--- config.mk ---
export PLATFORM = sky130hd
export DESIGN_NAME = guess_judge_flat
export DESIGN_NICKNAME = d
export VERILOG_FILES = /design/src/rtl/guess_judge_if.sv /design/src/rtl/guess_judge.sv /design/src/flat_wrapper.sv
export SDC_FILE = /design/constraint.sdc
export NUM_CORES = 1
export LEC_CHECK = 0
export ABC_AREA = 1
export BUFFER_PORTS_ARGS = -buffer_cell sky130_fd_sc_hd__buf_2
export CORE_MARGIN = 2
export CORE_UTILIZATION = 25
export DETAILED_ROUTE_END_ITERATION = 10
export PLACE_DENSITY_LB_ADDON = 0.2
export SLEW_MARGIN = 10
export SYNTH_ARGS = -nofsm -noshare
export SYNTH_HDL_FRONTEND = slang
export SYNTH_SLANG_ARGS = --single-unit
--- constraint.sdc ---
create_clock -name clk50M -period 1.8 [get_ports clk50M]
set_clock_uncertainty 0.1 [all_clocks]
set_input_delay 0.36 -clock clk50M [delete_from_list [all_inputs] [get_ports clk50M]]
set_output_delay 0.36 -clock clk50M [all_outputs]
set_load 0.005 [all_outputs]
--- src/rtl/guess_judge_if.sv ---
// Guess-judge bus: round control, guess strobe and judge results.
// The block side uses the slave modport; the stimulus side uses master.
interface guess_judge_if;
  logic       start;
  logic [3:0] rand_in;
  logic       guess_valid;
  logic [3:0] guess;
  logic       change_answer;
  logic [3:0] answer;
  logic [1:0] hint;
  logic [2:0] tries;
  logic       win;
  logic       lose;
  logic       ready;

  modport slave (
    input  start, rand_in, guess_valid, guess,
    output change_answer, answer, hint, tries, win, lose, ready
  );

  modport master (
    output start, rand_in, guess_valid, guess,
    input  change_answer, answer, hint, tries, win, lose, ready
  );
endinterface

--- src/rtl/guess_judge.sv ---
// Number-guessing round controller: requests an answer from the random
// generator, judges player guesses (higher / lower / correct) and counts tries.
// Optional macro GUESS_LIMIT_EN: ends the round in LOSE after MAX_TRIES
// wrong guesses; without it LOSE is unreachable and lose stays 0.
module guess_judge #(
  parameter int MAX_TRIES = 4
) (
  input  logic          clk50M,
  input  logic          rst_n,
  guess_judge_if.slave  bus
);

  localparam logic [2:0] S_IDLE  = 3'd0;
  localparam logic [2:0] S_REQ   = 3'd1;
  localparam logic [2:0] S_LOAD  = 3'd2;
  localparam logic [2:0] S_WAIT  = 3'd3;
  localparam logic [2:0] S_JUDGE = 3'd4;
  localparam logic [2:0] S_WIN   = 3'd5;
  localparam logic [2:0] S_LOSE  = 3'd6;

`ifdef GUESS_LIMIT_EN
  localparam logic [2:0] LP_MAX_TRIES = MAX_TRIES[2:0];
`endif

  logic [2:0] r_state;
  logic [2:0] w_state_next;
  logic [3:0] r_answer;
  logic [3:0] r_guess;
  logic [1:0] r_hint;
  logic [2:0] r_tries;

  logic       w_guess_ok;
  logic       w_rand_ok;
  logic       w_accept;
  logic       w_hit;
  logic [2:0] w_tries_inc;
  logic [1:0] w_hint_cmp;

  // Only values 1..8 are legal answers / guesses
  assign w_guess_ok  = (bus.guess != 4'd0) && (bus.guess <= 4'd8);
  assign w_rand_ok   = (bus.rand_in != 4'd0) && (bus.rand_in <= 4'd8);
  // start has priority over a simultaneous guess in WAIT
  assign w_accept    = (r_state == S_WAIT) && !bus.start && bus.guess_valid && w_guess_ok;
  assign w_hit       = (r_answer == r_guess);
  // tries saturates at 7 rather than wrapping
  assign w_tries_inc = (r_tries == 3'd7) ? 3'd7 : r_tries + 3'd1;
  assign w_hint_cmp  = (r_answer > r_guess) ? 2'b01 :
                       (r_answer < r_guess) ? 2'b10 : 2'b11;

  // Next-state selection for the round FSM
  always_comb begin
    w_state_next = r_state;
    case (r_state)
      S_IDLE:  if (bus.start) w_state_next = S_REQ;
      S_REQ:   w_state_next = S_LOAD;
      S_LOAD:  w_state_next = S_WAIT;
      S_WAIT: begin
        if (bus.start)     w_state_next = S_REQ;
        else if (w_accept) w_state_next = S_JUDGE;
      end
      S_JUDGE: begin
        if (bus.start)  w_state_next = S_REQ;
        else if (w_hit) w_state_next = S_WIN;
`ifdef GUESS_LIMIT_EN
        else if (w_tries_inc == LP_MAX_TRIES) w_state_next = S_LOSE;
`endif
        else            w_state_next = S_WAIT;
      end
      S_WIN, S_LOSE: if (bus.start) w_state_next = S_REQ;
      default: w_state_next = S_IDLE;
    endcase
  end

  // State register
  always_ff @(posedge clk50M or negedge rst_n) begin
    if (!rst_n) r_state <= S_IDLE;
    else        r_state <= w_state_next;
  end

  // Answer capture in LOAD, illegal generator values replaced by 1
  always_ff @(posedge clk50M or negedge rst_n) begin
    if (!rst_n)                  r_answer <= 4'd0;
    else if (r_state == S_LOAD)  r_answer <= w_rand_ok ? bus.rand_in : 4'd1;
  end

  // Guess register, loaded only when a legal guess is accepted
  always_ff @(posedge clk50M or negedge rst_n) begin
    if (!rst_n)        r_guess <= 4'd0;
    else if (w_accept) r_guess <= bus.guess;
  end

  // Round results: cleared on entry to REQ, updated once per JUDGE
  always_ff @(posedge clk50M or negedge rst_n) begin
    if (!rst_n) begin
      r_hint  <= 2'b00;
      r_tries <= 3'd0;
    end else if (w_state_next == S_REQ && r_state != S_REQ) begin
      r_hint  <= 2'b00;
      r_tries <= 3'd0;
    end else if (r_state == S_JUDGE) begin
      r_hint  <= w_hint_cmp;
      r_tries <= w_tries_inc;
    end
  end

  assign bus.change_answer = (r_state == S_REQ);
  assign bus.ready         = (r_state == S_WAIT);
  assign bus.win           = (r_state == S_WIN);
`ifdef GUESS_LIMIT_EN
  assign bus.lose          = (r_state == S_LOSE);
`else
  assign bus.lose          = 1'b0;
`endif
  assign bus.answer        = r_answer;
  assign bus.hint          = r_hint;
  assign bus.tries         = r_tries;

endmodule
--- src/flat_wrapper.sv ---
// flat-port wrapper written by rule: the top's interface ports become plain ports
module guess_judge_flat 
#(
  parameter int MAX_TRIES = 4
)
  (clk50M, rst_n, bus_start, bus_rand_in, bus_guess_valid, bus_guess, bus_change_answer, bus_answer, bus_hint, bus_tries, bus_win, bus_lose, bus_ready);
  guess_judge_if bus_i ();
  input  logic clk50M;
  input  logic rst_n;
  input wire logic [$bits(bus_i.start)-1:0] bus_start;
  input wire logic [$bits(bus_i.rand_in)-1:0] bus_rand_in;
  input wire logic [$bits(bus_i.guess_valid)-1:0] bus_guess_valid;
  input wire logic [$bits(bus_i.guess)-1:0] bus_guess;
  output wire logic [$bits(bus_i.change_answer)-1:0] bus_change_answer;
  output wire logic [$bits(bus_i.answer)-1:0] bus_answer;
  output wire logic [$bits(bus_i.hint)-1:0] bus_hint;
  output wire logic [$bits(bus_i.tries)-1:0] bus_tries;
  output wire logic [$bits(bus_i.win)-1:0] bus_win;
  output wire logic [$bits(bus_i.lose)-1:0] bus_lose;
  output wire logic [$bits(bus_i.ready)-1:0] bus_ready;
  assign bus_i.start = bus_start;
  assign bus_i.rand_in = bus_rand_in;
  assign bus_i.guess_valid = bus_guess_valid;
  assign bus_i.guess = bus_guess;
  assign bus_change_answer = bus_i.change_answer;
  assign bus_answer = bus_i.answer;
  assign bus_hint = bus_i.hint;
  assign bus_tries = bus_i.tries;
  assign bus_win = bus_i.win;
  assign bus_lose = bus_i.lose;
  assign bus_ready = bus_i.ready;
  guess_judge #(.MAX_TRIES(MAX_TRIES)) u_core (.clk50M(clk50M), .rst_n(rst_n), .bus(bus_i));
endmodule
### Word level (Yosys, flattened, before mapping)

Cells that the tools add are included.

| storage, ports and cells | value |
|---|---|
| bits in registers | 16 |
| input bits | 12 |
| word-level logic and storage cells | 46 |

| operators by class | value |
|---|---|
| add/subtract/negate cells | 1 |
| magnitude comparators | 4 |
| equality and inequality tests | 10 |
| multiplexer cells | 14 |
| reduce and logical (&&, ||, !) cells | 12 |

Operators by type and width:

| kind | count |
|---|---|
| 2-to-1 mux 3 bit | 8 |
| one-hot mux 3 bit (5 select lines) | 1 |
| equality test 3 bit, second input constant | 4 |
| <= comparator 4 bit, second input constant | 2 |
| nonzero test 4 bit | 2 |
| equality test 3 x 1 -> 1 bit, second input constant | 2 |
| equality test 3 x 2 -> 1 bit, second input constant | 2 |
| logical AND 1 bit | 6 |
| 2-to-1 mux 2 bit | 3 |
| equality test 4 bit | 1 |
| greater-than comparator 4 bit | 1 |
| < comparator 4 bit | 1 |
| 2-to-1 mux 4 bit | 1 |
| adder 3 x 1 -> 3 bit, second input constant | 1 |
| logical NOT 3 bit | 1 |
| inequality test 3 x 1 -> 1 bit, second input constant | 1 |
| OR reduction 3 bit | 1 |
| nonzero test 2 bit | 1 |
| logical NOT 1 bit | 1 |
| 2-to-1 mux 1 bit | 1 |

### Logic depth before layout (Yosys ltp)

Gate-level depths: netlist of run 1.

| depth | value |
|---|---|
| word-level depth | 10 |
| depth in mapped cells | 12 |

### Worst setup path after synthesis of run 1

OpenSTA, ideal clock, no wires.

| timing path | value |
|---|---|
| path kind | reg2reg |
| from | reg u_core.r_answer[3], in the netlist u_core.bus.answer[3] |
| to | reg u_core.r_hint[0], in the netlist u_core.bus.hint[0] |
| setup time | 122 ps |
| arrival | 1377 ps |
| required time | 1578 ps |
| setup slack | 201 ps |
| stages on the path, launching flop included | 9 |
| path buffers | 0 |
| cell sequence | dfrtp_1 > ha_1 > nand2_1 > nor2_1 > nor3_1 > a21oi_1 > nand2_2 > nor2_2 > nor2_1 |

| between the ends | value |
|---|---|
| longest elaborated chain between the ends | 7 |
| elaborated cells on any way between the ends | 13 |
| classes of those cells | order compare: 2; eq/ne: 2; mux: 7; reduce/logical: 2 |

RTL lines:

| item | RTL line | RTL |
|---|---|---|
| start: declaration | guess_judge.sv:27 | `logic [3:0] r_answer;` |
| start signal: assignment | guess_judge.sv:83 | `else if (r_state == S_LOAD) r_answer <= w_rand_ok ? bus.rand_in : 4'd1;` |
| equality test 4 bit (*) | guess_judge.sv:44 | `assign w_hit = (r_answer == r_guess);` |
| 2-to-1 mux 3 bit (*) | guess_judge.sv:63 | `else if (w_hit) w_state_next = S_WIN;` |
| 2-to-1 mux 3 bit (*) | guess_judge.sv:62 | `if (bus.start) w_state_next = S_REQ;` |
| one-hot mux 3 bit (5 select lines) (*) | guess_judge.sv:53 | `case (r_state)` |
| via u_core.w_state_next[1] | guess_judge.sv:26 | `logic [2:0] w_state_next;` |
| equality test 3 x 1 -> 1 bit (*) | guess_judge.sv:97 | `end else if (w_state_next == S_REQ && r_state != S_REQ) begin` |
| logical AND 1 bit (*) | guess_judge.sv:97 |  |
| 2-to-1 mux 2 bit or nonzero test 2 bit (tied branches) | - |  |
| end signal: assignment | guess_judge.sv:101 | `r_hint <= w_hint_cmp;` |
| end: declaration | guess_judge.sv:29 | `logic [1:0] r_hint;` |

Mark *: on every way through the listed nets, which the timed path passes. The rest lies on a longest branch. The select of a mux whose other input is x is not followed.
A chain may end at the register's enable or synchronous reset.

### Final worst setup path of run 1

| timing path | value |
|---|---|
| from | reg u_core.r_answer[2], in the netlist u_core.bus.answer[2] |
| to | reg u_core.r_tries[2], in the netlist u_core.bus.tries[2] |

| between the ends | value |
|---|---|
| longest elaborated chain between the ends | 7 |
| elaborated cells on any way between the ends | 8 |
| classes of those cells | eq/ne: 2; mux: 4; reduce/logical: 2 |

RTL lines:

| item | RTL line | RTL |
|---|---|---|
| equality test 4 bit (*) | guess_judge.sv:44 |  |
| 2-to-1 mux 3 bit (*) | guess_judge.sv:63 |  |
| 2-to-1 mux 3 bit (*) | guess_judge.sv:62 |  |
| one-hot mux 3 bit (5 select lines) (*) | guess_judge.sv:53 |  |
| via u_core.w_state_next[1] | guess_judge.sv:26 |  |
| equality test 3 x 1 -> 1 bit (*) | guess_judge.sv:97 |  |
| logical AND 1 bit (*) | guess_judge.sv:97 |  |
| 2-to-1 mux 3 bit or nonzero test 2 bit (tied branches) | - |  |
| end signal: assignment | guess_judge.sv:102 | `r_tries <= w_tries_inc;` |
| end: declaration | guess_judge.sv:30 | `logic [2:0] r_tries;` |

Mark *: on every way through the listed nets, which the timed path passes. The rest lies on a longest branch.

==> results.cfg, run 1 <==
[detailed_routing]
first_iter_violations = 31
drt-total-wl_um = 2029
wl_met2_um = 901
vias = 823
drt-met1-wl_um = 1012
wl_per_cell_um = 10.30
dr.max_layer_used = met4
viasPerCell = 4.178
met3WireLength_um = 105
route.detailed.drc = 0
first_pass_iters = 4
ant_nets = 0

[global_routing]
track_usage = 0.1026
grt_pass1_wl_um = 3381
grt.overflow.total = 0
grt_antenna_before_repair = 0
grt_max_degree = 17
grt_pass1_vias = 759

[cells_and_area]
final_cells = 197
nets = 168
final_cell_area_um2 = 1192
drive_above_1_share = 0.3356
n_fill_cell = 398
most-common-layout-cells = nand2_1, buf_2, dfrtp_1
n_antenna_cell = 0
syn_to_final_growth_pct = 27.07
final_common_cell = nand2_1

[worst_setup_path]
critPathCaptureType = flip-flop
crit_slowest_cell = dfrtp_1
path_buf_inv = 0
reg2reg_from = u_core.bus.answer[2]$_DFFE_PN0P_
cp_top_family = simple AND/OR/NAND/NOR gates
worstSetupPathType = reg2reg
cp.arrival_ps = 1700
crit_fanout = 5
crit_chain = ha_1, nand2_1, nor2_4, nor3_1, a21oi_1, nand2_2, nor2_4, nor2_1
critPathLaunchType = flip-flop
crit_start = u_core.bus.answer[2]$_DFFE_PN0P_
cp_data_required_time_ps = 1830
crit_top_cell = nor2_4
critPathMaxStageDelay_ps = 410

[die]
coreArea_um2 = 3633
pin_count = 25
start_util = 0.2583
design.die.area_um2 = 4260
die_y_um = 65.27
chipWidth_um = 65.27
num_rows = 22

[clocking]
cts-root-buf = clkbuf_8
clk_latency_ps = 250
cts_buffers = 3
cts.sinks = 16
cts_tree = built
cts_buffer_depth = 2
h-tree-depth = 1
clk_pin_slew_ps = 60

[timing]
layout_setup_ws_ps = 129.6
setup_viol = 0
finalHoldViolCount = 0
timing.hold.ws_ps = 203.6
final.setup.tns_ps = 0
timing.fmax_mhz = 598.7
finalCriticalPeriod_ps = 1670
timing.final.crit_share = 0.9280
slew_viol_final = 0

[yosys]
avgSynthCellArea_um2 = 7.820
yosysUniqueCellTypes = 22
syn-num-nets = 137
syn_area_um2 = 938.4
synth.yosys.warnings = 0
synth_cells = 120
ys_seq_area_frac = 0.4267
ys_ff_latch = 16

[min_path]
hold_path_class = in2reg
holdCritStartpoint = bus_rand_in[3]

[job]
cap_violations = 0

[place]
dpl.cell_count = 192
place_area_um2 = 1121
post-dp-hpwl_um = 1643
place.gp.congestion = 0.7831
numPortBuffers = 23
dp_slack_ps = 26.34

[power]
power.density_nw_per_um2 = 1470
irDropWorstVdd_uv = 657.7
p_leak_nw = 0.6518

[status]
status = complete, no violations
-- per-stage QoR --
stage                       util  total power, W
after detailed placement  0.3085        0.001433
after floorplan                -        0.001169
after global routing      0.3282        0.001913
final                     0.3282        0.001753
after global placement    0.3085        0.001430
after CTS                 0.3227        0.001706
-- flip-flops by register name, indices dropped and copies added (netlist names) --
register and count:
u_core.bus.answer 4, u_core.r_guess 4, u_core.bus.tries 3, u_core.r_state 3
u_core.bus.hint 2
-- layout make-up --
| type | instances | area, µm² | share of cell area |
|---|---|---|---|
| Tap cell | 48 | 60.06 | 0.05037 |
| Multi-Input combinational cell | 86 | 479.2 | 0.4019 |
| Inverter | 17 | 63.81 | 0.05352 |
| Sequential cell | 16 | 400.4 | 0.3358 |
| Timing Repair Buffer | 27 | 147.6 | 0.1238 |
| Clock buffer | 3 | 41.29 | 0.03463 |
-- power breakdown --
| part | switching, W | internal (W) | leakage, nW |
|---|---|---|---|
| logic | 0.000533 | 0.000359 | 0.424 |
| clock network | 0.000116 | 0.000148 | 0.0216 |
| registers | 0.000101 | 0.000495 | 0.206 |
| total | 0.000750 | 0.00100 | 0.652 |
-- kinds of logic (layout without fill, tap and decap cells) --
family          count (synthesis)  count (layout)  share of synthesized area
compound gates                 17              17                     0.1093
xor+xnor                        1               1                   0.009335
fa+ha+maj                       5               5                    0.06667
buf+inv                        18              47                    0.07600
flops                          16              16                     0.4267
other cells                     1               1                   0.003996
simple gates                   62              62                     0.3080
-- cell usage after synthesis --
| cell | count | area (µm²) |
|---|---|---|
| nor2_1 | 13 | 48.80 |
| xor2_1 | 1 | 8.760 |
| buf_4 | 1 | 7.510 |
| a21oi_1 | 6 | 30.03 |
| nor2_2 | 3 | 18.77 |
| dfrtp_1 | 16 | 400.4 |
| o21ai_0 | 4 | 20.02 |
| inv_2 | 3 | 11.26 |
| nand2_2 | 10 | 62.56 |
| inv_1 | 14 | 52.55 |
| a21boi_0 | 1 | 7.510 |
| o31ai_1 | 2 | 15.01 |
| nand2_1 | 30 | 112.6 |
| o22ai_1 | 2 | 12.51 |
| a31o_2 | 1 | 8.760 |
| nor3_1 | 2 | 10.01 |
| ha_1 | 5 | 62.56 |
| nand3_1 | 1 | 5.000 |
| o32ai_1 | 1 | 8.760 |
| nor2_4 | 1 | 11.26 |
| nand3_2 | 2 | 20.02 |
| conb_1 | 1 | 3.750 |
-- routing by layer --
layer	track usage	vias up
li1	-	435
met1	0.1305	365
met2	0.1671	21
met3	0.03082	2
met4	0.03125	0
met5	0	-
-- what timing repair did --
action                     CTS  global route
hold endpoints to repair    16             0
setup buffers                0             1
gates resized for setup      0             3
setup endpoints to repair    0             5
hold buffers                 1             0
-- worst paths after layout --
path	slack [ps]	end	cells after the start
setup / recovery	130	u_core.bus.tries[2]$_DFFE_PN0P_	8
hold / removal	200	u_core.bus.answer[2]$_DFFE_PN0P_	2
setup reg to reg	130	u_core.bus.tries[2]$_DFFE_PN0P_	8
hold reg to reg	400	u_core.r_guess[2]$_DFFE_PN0P_	2
max in group asynchronous	860	u_core.r_state[1]$_DFF_PN0_	2
min in group asynchronous	470	u_core.bus.answer[3]$_DFFE_PN0P_	2
No activity file was read; power rests on OpenSTA's default activity.
==> run 2, diff against run 1 <==
- ABC_AREA: 1 -> unset
- CORE_MARGIN: 2 -> 4
==> results.cfg, run 2 <==
[status]
status = complete, no violations

[timing]
timing.final.crit_share = 0.9382
finalHoldViolCount = 0
timing.fmax_mhz = 592.1
finalCriticalPeriod_ps = 1689
setup_viol = 0
rsz0062_at_grt = false
slew_viol_final = 0
final.setup.tns_ps = 0
layout_setup_ws_ps = 111.2

[clocking]
clk_pin_slew_ps = 60
h-tree-depth = 1
clk_latency_ps = 240
cts_tree = built
cts_buffer_depth = 2
cts-root-buf = clkbuf_8
cts.sinks = 16
cts_buffers = 3

[detailed_routing]
met3WireLength_um = 111
drt-total-wl_um = 2130
first_pass_iters = 4
ant_nets = 0
first_iter_violations = 21
drt-met1-wl_um = 986
wl_per_cell_um = 11.39
wl_met2_um = 1018
route.detailed.drc = 0
viasPerCell = 4.594
vias = 859
dr.max_layer_used = met4

[global_routing]
grt_antenna_before_repair = 0
grt_max_degree = 17
grt.overflow.total = 0
grt_pass1_vias = 813
grt_pass1_wl_um = 3691
track_usage = 0.09368

[min_path]
whs_path_depth = 3
hold_path_class = in2reg
min_to = u_core.bus.answer[1]$_DFFE_PN0P_
holdCritStartpoint = bus_rand_in[1]

[die]
die_y_um = 70.16
num_rows = 22
chipWidth_um = 70.16
start_util = 0.2619
design.die.area_um2 = 4922
coreArea_um2 = 3689
pin_count = 25

[worst_setup_path]
reg2reg_slack_ps = 200
cp_data_required_time_ps = 1340
critPathLaunchType = flip-flop
reg2reg_from = u_core.bus.answer[1]$_DFFE_PN0P_
crit_chain = nand2b_4, buf_4, nor2_1, buf_2
critPathMaxStageDelay_ps = 450
worstRegToRegCells = 5
critPathCaptureType = output port
cp.arrival_ps = 1230
crit_slowest_cell = dfrtp_2
worstSetupPathType = reg2out
crit-reg2reg-capture = u_core.r_state[1]$_DFF_PN0_
crit_fanout = 7

[place]
place.gp.congestion = 0.8367
numPortBuffers = 23
dp_slack_ps = 221.1
post-dp-hpwl_um = 1705

[yosys]
ys.flop_type = dfrtp_1
avgSynthCellArea_um2 = 8.548
yosys.area_share.simple = 0.2422
async_flop_share = 1.000
synth.yosys.warnings = 0
syn-num-nets = 130
ys_ff_latch = 16
synth_top_family_by_area = simple AND/OR/NAND/NOR gates
synth_top_area_share = 0.4145
yosysMostFrequentCell = nor2_1
synth_edf_count = 0
synthAdderAreaFrac = 0.06477
synth_cells = 113
synth_commonest_cells = nor2_1, dfrtp_1, nand2_1, o21ai_0
post-synth-top-area-cell = dfrtp_1
synth-compound-area-share = 0.1503
syn_area_um2 = 965.9
ys_seq_area_frac = 0.4145
yosysUniqueCellTypes = 31
synthTopCellsByArea = dfrtp_1, nor2_1, ha_1
synth.area.mux_share = 0.01036
yosys.area_share.xor_xnor = 0.05440

[power]
irDropWorstVdd_uv = 536.1
power.density_nw_per_um2 = 1217
p_leak_nw = 0.5984
power_w = 0.001456

[cells_and_area]
drive_above_1_share = 0.2518
final_common_cell = buf_2
post-route-util = 0.3243
n_antenna_cell = 0
syn_to_final_growth_pct = 23.83
most-common-layout-cells = buf_2, nor2_1, dfrtp_1
nets = 158

[job]
cap_violations = 0
## run 2: cell count changes in the layout (fill, tap and decap cells not counted), sizes merged, moves of 3 or more
cell	previous run	this run
nand3	3	0
xor2	1	5
o21ai	4	12
inv	17	8
nand2	40	12
nor3	2	8
## run 2: report_power, final
| part | internal, W | leakage [nW] | switching [W] | total [W] |
|---|---|---|---|---|
| logic | 0.000284 | 0.380 | 0.000358 | 0.000642 |
| clock network | 0.000148 | 0.0216 | 0.000112 | 0.000260 |
| registers | 0.000460 | 0.197 | 0.0000936 | 0.000554 |
## run 2: worst max path at each step
stage | cells past startpoint | endpoint | from | slack [ps]
finish | 4 | bus_ready | u_core.r_state[2]$_DFF_PN0_ | 110
detailed placement | 5 | u_core.r_state[1]$_DFF_PN0_ | u_core.bus.answer[3]$_DFFE_PN0P_ | 220
global placement | 5 | u_core.r_state[1]$_DFF_PN0_ | u_core.bus.answer[3]$_DFFE_PN0P_ | 250
CTS | 4 | bus_ready | u_core.r_state[2]$_DFF_PN0_ | 30
global route | 4 | bus_ready | u_core.r_state[2]$_DFF_PN0_ | 50
floorplan | 5 | u_core.r_guess[2]$_DFFE_PN0P_ | u_core.r_state[2]$_DFF_PN0_ | 260
## run 2: cell families (layout without fill, tap and decap cells)
logic type	after synthesis	after routing
and+or+nand+nor	48	48
DFF	16	16
buffers and inverters	12	38
other	1	1
xor gates and xnor gates	6	6
AOI/OAI and AO/OA	24	24
muxes	1	1
adders and majority gates	5	5
## run 2: cell type report
type | instances | area, µm²
fill | 410 | 2492
multi-input combinational | 85 | 515.5
sequential | 16 | 401.6
timing repair buffer | 27 | 147.6
clock buffer | 3 | 41.29
tap | 48 | 60.06
inverter | 8 | 30.03
## run 2: timing repair
item / in CTS / in global routing
setup endpoints to repair: 0 / 1
hold buffers: 1 / 0
endpoints found under the hold margin: 16 / 0
buffers inserted: 0 / 0
gates resized for setup: 0 / 2
## run 2: metal layers
metal,vias up,GRT usage
met4,0,0.02553
met1,404,0.1136
met3,2,0.03309
li1,438,-
met5,-,0
met2,15,0.1563
## run 2: worst max-delay path: cells and delay by family (launching register included)
family        cells  cell delay (ps)
flops             1              450
simple gates      2              250
buf+inv           2              290
## run 2: metrics by stage
| step | cell area [µm²] | hold slack (ps) | instances |
|---|---|---|---|
| floorplan | 965.9 | -35.59 | 113 |
| global placement | 1136 | 203.9 | 183 |
| detailed placement | 1136 | 204.7 | 183 |
| CTS | 1187 | 258.2 | 187 |
| global route | 1196 | 273.9 | 187 |
| finish | 1196 | 263.9 | 187 |
==> run 3, diff against run 2 <==
- ABC_AREA: unset -> 1
==> results.cfg, run 3 (synthesized netlist as in run 1, its figures left out) <==
[die]
design.die.area_um2 = 4798
chipWidth_um = 69.27
start_util = 0.2706
die_y_um = 69.27
num_rows = 21
coreArea_um2 = 3468
pin_count = 25

[min_path]
hold_path_class = in2reg

[timing]
finalCriticalPeriod_ps = 1674
timing.final.crit_share = 0.9300
timing.fmax_mhz = 597.4
timing.hold.ws_ps = 204.1
setup_viol = 0
finalHoldViolCount = 0
slew_viol_final = 0
final.setup.tns_ps = 0
rsz0062_at_grt = false

[clocking]
cts-root-buf = clkbuf_8
cts_buffers = 3
clk_pin_slew_ps = 60
clk_latency_ps = 240
cts.sinks = 16
cts_tree = built
cts_buffer_depth = 2
h-tree-depth = 1
cts_setup_buffers = 0

[detailed_routing]
viasPerCell = 4.368
drt-total-wl_um = 2025
first_pass_iters = 4
route.detailed.drc = 0
first_iter_violations = 22
ant_nets = 0
wl_per_cell_um = 10.49
vias = 843

[cells_and_area]
n_antenna_cell = 0
syn_to_final_growth_pct = 27.20
most-common-layout-cells = nand2_1, buf_2, dfrtp_1
drive_above_1_share = 0.3537
final_cell_area_um2 = 1194
nets = 166
n_fill_cell = 382
final_common_cell = nand2_1

[global_routing]
grt_pass1_wl_um = 3643
grt.overflow.total = 0
grt_antenna_before_repair = 0
grt_pass1_vias = 860
grt_max_degree = 17
track_usage = 0.09047

[worst_setup_path]
cp_data_required_time_ps = 1830
crit_fanout = 5
worstSetupPathType = reg2reg
cp.arrival_ps = 1700
critPathCaptureType = flip-flop
critPathLaunchType = flip-flop

[place]
place_area_um2 = 1111
numPortBuffers = 23
place.gp.congestion = 0.7881
post-dp-hpwl_um = 1702

[power]
power.density_nw_per_um2 = 1493
p_leak_nw = 0.6399
irDropWorstVdd_uv = 423.5

[status]
status = complete, no violations

[job]
cap_violations = 0
[run 3: cell types whose count changed in the layout (fill, tap and decap cells not counted), sizes merged, moves of 2 or more]
cell    change
nand3       +3
inv         +9
o21ai       -8
o22ai       +2
nand2b      -2
nand4       -2
nand2      +28
nor3        -6
buf         -2
xor2        -4
o31ai       +2
nand3b      -2
[run 3: what timing repair did]
action	in CTS	in global routing
pin swaps	0	1
endpoints found under the setup margin	5	5
endpoints found under the hold margin	16	0
resized for setup	1	6
hold buffers	1	0
[run 3: metal layers]
| metal | track usage | routed length, µm | vias to the layer above |
|---|---|---|---|
| met3 | 0.02464 | 118 | 4 |
| met4 | 0.03254 | 25 | 0 |
| met5 | 0 | 0 | - |
| li1 | - | - | 432 |
| met1 | 0.1176 | 955 | 388 |
| met2 | 0.1430 | 926 | 19 |
[run 3: per-stage QoR]
step	total power [W]	instances	worst slack (ps)	utilization
final	0.001782	193	126.0	0.3442
after global routing	0.001981	193	14.97	0.3442
after CTS	0.001726	193	35.75	0.3359
after detailed placement	0.001442	189	-13.62	0.3203
after global placement	0.001429	189	31.84	0.3203
after floorplan	0.001169	120	200.9	-
[run 3: final timing paths]
path / startpoint / endpoint / slack, ps / depth (start not counted)
max: u_core.bus.answer[3]$_DFFE_PN0P_ / u_core.bus.tries[1]$_DFFE_PN0P_ / 130 / 8
min: bus_rand_in[3] / u_core.bus.answer[2]$_DFFE_PN0P_ / 200 / 2
max reg2reg: u_core.bus.answer[3]$_DFFE_PN0P_ / u_core.bus.tries[1]$_DFFE_PN0P_ / 130 / 8
min reg2reg: u_core.r_guess[2]$_DFFE_PN0P_ / u_core.r_guess[2]$_DFFE_PN0P_ / 390 / 2
max in group asynchronous: rst_n / u_core.bus.answer[3]$_DFFE_PN0P_ / 850 / 2
min in group asynchronous: rst_n / u_core.bus.answer[1]$_DFFE_PN0P_ / 460 / 2
[run 3: critical path, cell delays in order (launching register included)]
cell and delay (ps):
dfrtp_2 440, ha_4 280, nand2_2 70, nor2_4 150, nor3_1 60, a21oi_1 140, nand2_2 100, nor2_4 160
nor2_1 60
[run 3: final cells by class]
class                      count  area, µm²  share of cell area
sequential                    16      401.6              0.3365
multi-input combinational     86      496.7              0.4161
inverter                      17      63.81             0.05346
clock buffer                   3      41.29             0.03459
tap                           46      57.56             0.04822
timing repair buffer          25      132.6              0.1111
[run 3: power by group]
group          leakage, nW  switching [W]  internal (W)  total [W]
Sequential           0.205       0.000112      0.000497   0.000608
Clock               0.0216       0.000112      0.000148   0.000260
Combinational        0.414       0.000540      0.000373   0.000913
Total                0.640       0.000764       0.00102    0.00178
